===== config.mk =====
export PLATFORM = sky130hd
export DESIGN_NAME = rf_scrubber_flat
export DESIGN_NICKNAME = d
export VERILOG_FILES = /design/src/rtl/rf_scrubber_if.sv /design/src/rtl/rf_scrubber.sv /design/src/flat_wrapper.sv
export SDC_FILE = /design/constraint.sdc
export NUM_CORES = 1
export LEC_CHECK = 0
export ABC_AREA = 1
export CORE_UTILIZATION = 30
export DETAILED_ROUTE_END_ITERATION = 7
export GPL_TIMING_DRIVEN = 0
export HOLD_SLACK_MARGIN = 0.12
export SLEW_MARGIN = 20
export SYNTH_ARGS = -nofsm -noshare
export SYNTH_HDL_FRONTEND = slang
export SYNTH_SLANG_ARGS = --single-unit

===== constraint.sdc =====
create_clock -name clk -period 4.3 [get_ports clk]
set_input_delay 0.86 -clock clk [delete_from_list [all_inputs] [get_ports clk]]
set_output_delay 0.86 -clock clk [all_outputs]
set_load 0.02 [all_outputs]

===== src/rtl/rf_scrubber_if.sv =====
// Scrubber <-> register-file spare-port and alert bundle.
// master = scrubber side, slave = register-file wrapper / alert consumer side.
interface rf_scrubber_if;
  logic       enable_i;
  logic       port_free_i;
  logic       scrub_req_o;
  logic [4:0] scrub_raddr_o;
  logic       ecc_err_i;
  logic       alert_minor_o;
  logic       alert_major_o;
  logic [7:0] err_cnt_o;
  logic [4:0] err_addr_o;
  logic       sweep_done_o;

  modport master (
    input  enable_i, port_free_i, ecc_err_i,
    output scrub_req_o, scrub_raddr_o, alert_minor_o, alert_major_o,
           err_cnt_o, err_addr_o, sweep_done_o
  );

  modport slave (
    output enable_i, port_free_i, ecc_err_i,
    input  scrub_req_o, scrub_raddr_o, alert_minor_o, alert_major_o,
           err_cnt_o, err_addr_o, sweep_done_o
  );
endinterface


===== src/rtl/rf_scrubber.sv =====
// Background register-file ECC scrubber: reads x1..x31 on the spare port every SCRUB_INTERVAL idle cycles.
// Latency: alerts/status register one edge after the completing read; stalls in READ until port_free_i.
// Optional error counter and major alert enabled by CV32E40S_RF_SCRUB_ERRCNT_EN (tied to 0 otherwise).
module rf_scrubber #(
  parameter int unsigned SCRUB_INTERVAL  = 64,
  parameter int unsigned MAJOR_THRESHOLD = 4
) (
  input  logic           clk,
  input  logic           rst,
  rf_scrubber_if.master  sif
);

  typedef enum logic [1:0] {
    ST_IDLE,
    ST_WAIT,
    ST_READ
  } state_e;

  localparam logic [15:0] IVL_RELOAD = 16'(SCRUB_INTERVAL - 1);

  state_e      state_q, state_d;
  logic [15:0] ivl_q, ivl_d;
  logic [4:0]  addr_q, addr_d;
  logic [4:0]  err_addr_q, err_addr_d;
  logic        minor_q, minor_d;
  logic        sweep_q, sweep_d;

  logic rd_done;
  logic rd_err;

  // A read only counts when the pipeline leaves the spare port free; ecc_err_i is meaningless otherwise.
  assign rd_done = (state_q == ST_READ) && sif.port_free_i;
  assign rd_err  = rd_done && sif.ecc_err_i;

  always_comb begin
    state_d    = state_q;
    ivl_d      = ivl_q;
    addr_d     = addr_q;
    err_addr_d = err_addr_q;
    minor_d    = rd_err;
    sweep_d    = rd_done && !sif.ecc_err_i && (addr_q == 5'd31);

    if (rd_err) begin
      err_addr_d = addr_q;
    end

    unique case (state_q)
      ST_IDLE: begin
        if (sif.enable_i) begin
          state_d = ST_WAIT;
          ivl_d   = IVL_RELOAD;
        end
      end
      ST_WAIT: begin
        if (!sif.enable_i) begin
          state_d = ST_IDLE;
        end else if (ivl_q == 16'd0) begin
          state_d = ST_READ;
        end else begin
          ivl_d = ivl_q - 16'd1;
        end
      end
      ST_READ: begin
        // A completing read is recorded even if enable drops in the same cycle.
        if (rd_done) begin
          addr_d  = (addr_q == 5'd31) ? 5'd1 : addr_q + 5'd1;
          ivl_d   = IVL_RELOAD;
          state_d = sif.enable_i ? ST_WAIT : ST_IDLE;
        end else if (!sif.enable_i) begin
          state_d = ST_IDLE;
        end
      end
      default: begin
        state_d = ST_IDLE;
      end
    endcase
  end

  always_ff @(posedge clk) begin
    if (rst) begin
      state_q    <= ST_IDLE;
      ivl_q      <= 16'd0;
      addr_q     <= 5'd1;
      err_addr_q <= 5'd0;
      minor_q    <= 1'b0;
      sweep_q    <= 1'b0;
    end else begin
      state_q    <= state_d;
      ivl_q      <= ivl_d;
      addr_q     <= addr_d;
      err_addr_q <= err_addr_d;
      minor_q    <= minor_d;
      sweep_q    <= sweep_d;
    end
  end

  assign sif.scrub_req_o   = (state_q == ST_READ);
  assign sif.scrub_raddr_o = addr_q;
  assign sif.alert_minor_o = minor_q;
  assign sif.err_addr_o    = err_addr_q;
  assign sif.sweep_done_o  = sweep_q;

`ifdef CV32E40S_RF_SCRUB_ERRCNT_EN
  logic [7:0] cnt_q, cnt_d;
  logic       major_q, major_d;

  // Major alert tracks the post-increment count so it rises together with err_cnt_o.
  always_comb begin
    cnt_d = cnt_q;
    if (rd_err && (cnt_q != 8'hFF)) begin
      cnt_d = cnt_q + 8'd1;
    end
    major_d = major_q || (cnt_d >= 8'(MAJOR_THRESHOLD));
  end

  always_ff @(posedge clk) begin
    if (rst) begin
      cnt_q   <= 8'd0;
      major_q <= 1'b0;
    end else begin
      cnt_q   <= cnt_d;
      major_q <= major_d;
    end
  end

  assign sif.err_cnt_o     = cnt_q;
  assign sif.alert_major_o = major_q;
`else
  logic [7:0] unused_major_threshold;
  assign unused_major_threshold = 8'(MAJOR_THRESHOLD);
  assign sif.err_cnt_o     = 8'd0;
  assign sif.alert_major_o = 1'b0;
`endif

endmodule


===== src/flat_wrapper.sv =====
// flat-port wrapper written by rule: the top's interface ports become plain ports
module rf_scrubber_flat 
#(
  parameter int unsigned SCRUB_INTERVAL  = 64,
  parameter int unsigned MAJOR_THRESHOLD = 4
)
  (clk, rst, sif_enable_i, sif_port_free_i, sif_ecc_err_i, sif_scrub_req_o, sif_scrub_raddr_o, sif_alert_minor_o, sif_alert_major_o, sif_err_cnt_o, sif_err_addr_o, sif_sweep_done_o);
  rf_scrubber_if sif_i ();
  input  logic clk;
  input  logic rst;
  input wire logic [$bits(sif_i.enable_i)-1:0] sif_enable_i;
  input wire logic [$bits(sif_i.port_free_i)-1:0] sif_port_free_i;
  input wire logic [$bits(sif_i.ecc_err_i)-1:0] sif_ecc_err_i;
  output wire logic [$bits(sif_i.scrub_req_o)-1:0] sif_scrub_req_o;
  output wire logic [$bits(sif_i.scrub_raddr_o)-1:0] sif_scrub_raddr_o;
  output wire logic [$bits(sif_i.alert_minor_o)-1:0] sif_alert_minor_o;
  output wire logic [$bits(sif_i.alert_major_o)-1:0] sif_alert_major_o;
  output wire logic [$bits(sif_i.err_cnt_o)-1:0] sif_err_cnt_o;
  output wire logic [$bits(sif_i.err_addr_o)-1:0] sif_err_addr_o;
  output wire logic [$bits(sif_i.sweep_done_o)-1:0] sif_sweep_done_o;
  assign sif_i.enable_i = sif_enable_i;
  assign sif_i.port_free_i = sif_port_free_i;
  assign sif_i.ecc_err_i = sif_ecc_err_i;
  assign sif_scrub_req_o = sif_i.scrub_req_o;
  assign sif_scrub_raddr_o = sif_i.scrub_raddr_o;
  assign sif_alert_minor_o = sif_i.alert_minor_o;
  assign sif_alert_major_o = sif_i.alert_major_o;
  assign sif_err_cnt_o = sif_i.err_cnt_o;
  assign sif_err_addr_o = sif_i.err_addr_o;
  assign sif_sweep_done_o = sif_i.sweep_done_o;
  rf_scrubber #(.SCRUB_INTERVAL(SCRUB_INTERVAL), .MAJOR_THRESHOLD(MAJOR_THRESHOLD)) u_core (.clk(clk), .rst(rst), .sif(sif_i));
endmodule

Word-level counts from Yosys, hierarchy flattened
Cells that the tools add are included.
Widths: inputs -> output; s select.
{ "word_totals": {"in_bits": 5, "ff_bits": 30, "out_inout_bits": 22, "elab_cells": 41} }
{ "classes": {"add_sub_neg": 2, "reduce_logical": 11, "n_eq_ne": 9, "n_mux": 13} }
{ "op_table": {"columns": ["operator", "count"], "rows": [
  ["$mux 16", 4],
  ["$pmux 16 s3", 1],
  ["$logic_not 16->1", 1],
  ["$sub 16x1->16 const B", 1],
  ["$mux 2", 5],
  ["$ne 2x2->1 const B", 3],
  ["$ne 3x2->1 const B", 2],
  ["$pmux 2 s3", 1],
  ["$add 5x1->5 const B", 1],
  ["$eq 5x5->1 const B", 1],
  ["$mux 5", 1],
  ["$reduce_and 5->1", 1],
  ["$logic_and 1x1->1", 4],
  ["$reduce_and 3->1", 1],
  ["$reduce_bool 3->1", 1],
  ["$eq 2x1->1 const B", 1],
  ["$eq 2x2->1 const B", 1],
  ["$logic_not 2->1", 1],
  ["$ne 2x1->1 const B", 1],
  ["$reduce_and 2->1", 1],
  ["$logic_not 1->1", 1],
  ["$mux 1", 1]
]} }

Depth between registers and ports, before layout
{ "depth": {"depth_word": 4, "depth_mapped": 11, "ltp_nobuf": 10} }

Worst setup path before layout
No wires, ideal clock.
{ "synth_path": {"path_kind": "input port to flip-flop", "startpoint": "input sif_enable_i", "endpoint": "register u_core.ivl_q[15]", "path_slack_ps": 2632, "arrival_ps": 1539, "path_buffers": 1, "setup_time_ps": 129, "path_stages": 8, "required_ps": 4171, "path_cell_list": "nand2_1 > nand2_8 > nand2_2 > nand2_4 > buf_6 > nor2_2 > nor2_1 > nor2_1"} }
{ "synth_via": {"elab_chain_len": 2, "word_cells_on_any_way": 3, "cone_classes": "2 x eq/ne; 1 x reduce/logical"} }
{ "synth_lines": {"columns": ["element", "line", "source"], "rows": [
  ["from (decl)", "flat_wrapper.sv:11", "input wire logic [$bits(sif_i.enable_i)-1:0] sif_enable_i;"],
  ["$ne 2x2->1 (no source line)", null, null],
  ["$reduce_and 5->1 (no source line) (*)", null, null],
  ["to (signal assigned)", "rf_scrubber.sv:89", "ivl_q <= ivl_d;"],
  ["to (decl)", "rf_scrubber.sv:22", "logic [15:0] ivl_q, ivl_d;"]
]} }
Mark *: on every way between the ends. The rest lies on a longest branch, timed or not.
A chain may end at the register's enable or synchronous reset.

Final worst setup path
{ "layout_path": {"startpoint": "register u_core.state_q[1]", "endpoint": "output sif_scrub_req_o"} }
{ "layout_via": {"elab_chain_len": 1} }
{ "layout_lines": {"columns": ["element", "line", "source"], "rows": [
  ["from (decl)", "rf_scrubber.sv:21", "state_e state_q, state_d;"],
  ["from (signal assigned)", "rf_scrubber.sv:88", "state_q <= state_d;"],
  ["$eq 2x2->1", "rf_scrubber.sv:97", "assign sif.scrub_req_o = (state_q == ST_READ);"],
  ["to (decl)", "flat_wrapper.sv:14", "output wire logic [$bits(sif_i.scrub_req_o)-1:0] sif_scrub_req_o;"]
]} }
Every way passes these cells.

==> flow_metrics.env <==
export IMPL_drt_initial_drc_count=45
export IMPL_dieArea_sq_um=6360
export IMPL_slew_viol_final=0
export IMPL_met1_usage=0.163
export IMPL_dr_pass1_iters=4
export IMPL_ys_seq_elements=30
export IMPL_synth_top_family_by_area="simple AND/OR/NAND/NOR gates"
export IMPL_yosysTopAreaCellShare=0.331
export IMPL_core_sq_um=5680
export IMPL_synth_area_sq_um=1810
export IMPL_finalClockSkew_ps=7.82
export IMPL_cts_root_buf="clkbuf_8"
export IMPL_grt_pass1_wl_um=7190
export IMPL_synthDistinctLibCells=29
export IMPL_clock_latency_ps=290
export IMPL_grt_busiest_layer="met2"
export IMPL_wire_per_inst_um=11.2
export IMPL_worstPathMaxFanout=4
export IMPL_stdcell_count=361
export IMPL_power_total_w=0.000794
export IMPL_synth_xor_area_frac=0.0193
export IMPL_clk_pin_slew_ps=70
export IMPL_viasPerCell=4.53
export IMPL_antenna_found_initial=0
export IMPL_synthCells=256
export IMPL_multi_input_area_sq_um=1050
export IMPL_ir_drop_v=0.000146
export IMPL_cts_tree="done"
export IMPL_seq_area_sq_um=601
export IMPL_grt_pass1_vias=1651
export IMPL_die_x_um=79.7
export IMPL_wirelength_um=4060
export IMPL_dp_cells=353
export IMPL_dp_final_hpwl_um=3000
export IMPL_r2r_end="u_core.ivl_q[10]$_SDFFE_PP0P_"
export IMPL_r2r_start="u_core.ivl_q[0]$_SDFFE_PP0P_"
export IMPL_grt_overflow=0
export IMPL_synth_avg_cell_area_sq_um=7.08
export IMPL_cts_setup_buffers=0
export IMPL_p_per_area_nw_per_um2=353
export IMPL_outcome="complete, no violations"
export IMPL_n_fill_cell=617
export IMPL_period_share=0.549
export IMPL_vias=1637
export IMPL_fin_setup_tns_ps=0
export IMPL_gp_congestion=0.786
export IMPL_drc_errors=0
export IMPL_met2_usage=0.252
export IMPL_drive_gt1_frac=0.211
export IMPL_synthToLayoutAreaGrowth_pct=23.9
export IMPL_yosysTopAreaCell="dfxtp_1"
export IMPL_cts_buffer_depth=2
export IMPL_reg2regPathDepth=10
export IMPL_ctsHoldBuffers=0
export IMPL_htreeDepth=2
export IMPL_portBuffers=17
export IMPL_ant_nets=0
export IMPL_endpoint_kind="primary output"
export IMPL_worst_r2r_setup_slack_ps=2590
export IMPL_synthAdderAreaFrac=0.0207
export IMPL_maxCapViolCount=0
export IMPL_yosys_warnings=0
export IMPL_p_leak_nw=0.970
export IMPL_initial_core_util=0.319
export IMPL_antennaDiodeCount=0
export IMPL_yosys_area_share_simple=0.429
export IMPL_cts_buffers=5
export IMPL_grt_max_degree=11
export IMPL_required_ps=3440
export IMPL_nets=296
export IMPL_slew_headroom=0.556
export IMPL_fp_dieH_um=79.7
export IMPL_grt_usage=0.147
export IMPL_min_path_type="reg -> reg"
export IMPL_io_pins=27
export IMPL_rsz0062_at_grt="false"
export IMPL_rows=27
export IMPL_cp_arrival_ps=1500
export IMPL_finalCriticalPeriod_ps=2360
export IMPL_layout_setup_ws_ps=1940
export IMPL_synthMuxAreaShare=0
export IMPL_final_hold_viol_count=0
export IMPL_endpoint="sif_scrub_req_o"
export IMPL_critPathLaunchType="register"
export IMPL_tightest_slew_ps=666
export IMPL_cts_sinks=30
export IMPL_crit_type="reg -> out"
export IMPL_pre_cts_ws_ps=1950
export IMPL_fmax_ghz=0.423
export IMPL_synth_compound_area_frac=0.0897
export IMPL_crit_start="u_core.state_q[1]$_SDFFE_PP0P_"
export IMPL_synthTopCellsByArea="dfxtp_1 33%, nand2_1 11%, nor2_1 9.9%"
export IMPL_setup_violations=0
export IMPL_globalRouteMet3Util=0.0457
export IMPL_cts_resized=0
export IMPL_synth_seq_area_share=0.331
[state kept, by name, indices dropped and copies added (netlist names)]
register,cells
u_core.sif.alert_minor_o,1
u_core.state_q,2
u_core.sif.sweep_done_o,1
u_core.sif.err_addr_o,5
u_core.sif.scrub_raddr_o,5
u_core.ivl_q,16
[through the flow]
stage	utilization	instance area [sq um]	hold slack, ps
3_5_place_dp	0.371	2100	465
4_1_cts	0.396	2250	478
6_report	0.396	2250	473
2_1_floorplan	-	1840	447
5_1_grt	0.396	2250	509
3_3_place_gp	0.371	2100	460
[logic make-up after synthesis]
family,after synthesis
simple gates,154
buf+inv,38
flops,30
compound gates,26
xor+xnor,4
fa+ha+maj,3
other cells,1
[cell usage after synthesis, drive strengths merged]
library cell   n
ha             3
o21ai          6
dfxtp         30
a31oi          1
clkbuf         1
nand2         65
nor3           4
conb           1
xor2           4
o211ai         1
or2            2
a21oi         17
inv           24
a211oi         1
nand3         24
nor2          58
buf           13
nand3b         1
[layout make-up]
type	count	share of cell area
Buffer	14	0.0468
Clock buffer	6	0.0368
Clock inverter	2	0.0267
Inverter	24	0.0401
Multi-Input combinational cell	196	0.466
Sequential cell	30	0.267
Tap cell	72	0.0401
Timing Repair Buffer	17	0.0758
[power breakdown]
group | total, W | internal (W) | switching, W
combinational | 0.000133 | 0.0000486 | 0.0000847
sequential | 0.000298 | 0.000286 | 0.0000112
clock | 0.000363 | 0.000247 | 0.000116
total | 0.000794 | 0.000582 | 0.000212
[metal layers]
metal,vias up,wire [um]
li1,850,-
met1,737,1840
met2,40,1880
met3,10,251
met4,0,88
met5,-,0
[cell usage in the layout (no fill, tap or decap), drive strengths merged, types with 2 or more instances in the layout]
cell type      count
nor2              58
nand2             65
o21ai              6
bufinv             2
xor2               4
inv               24
nor3               4
ha                 3
nand3             24
a21oi             17
buf               13
or2                2
conb               9
dfxtp             30
clkbuf             7
clkdlybuf4s50     17
[worst max-delay path: stages (launching register included)]
cell and delay (ps):
dfxtp_1 390, inv_2 100, nor2_8 110, clkdlybuf4s50_1 610
[worst min-delay path by stage]
stage	start	to	slack, ps	cells after the start
global route	u_core.sif.err_addr_o[1]$_SDFFE_PP0P_	u_core.sif.err_addr_o[1]$_SDFFE_PP0P_	510	2
finish	u_core.sif.err_addr_o[1]$_SDFFE_PP0P_	u_core.sif.err_addr_o[1]$_SDFFE_PP0P_	470	2
CTS	u_core.sif.err_addr_o[1]$_SDFFE_PP0P_	u_core.sif.err_addr_o[1]$_SDFFE_PP0P_	480	2
floorplan	u_core.ivl_q[1]$_SDFFE_PP0P_	u_core.ivl_q[1]$_SDFFE_PP0P_	450	2
global placement	u_core.sif.err_addr_o[0]$_SDFFE_PP0P_	u_core.sif.err_addr_o[0]$_SDFFE_PP0P_	460	2
detailed placement	u_core.sif.err_addr_o[1]$_SDFFE_PP0P_	u_core.sif.err_addr_o[1]$_SDFFE_PP0P_	470	2
Power figures use the tool's default switching activity.
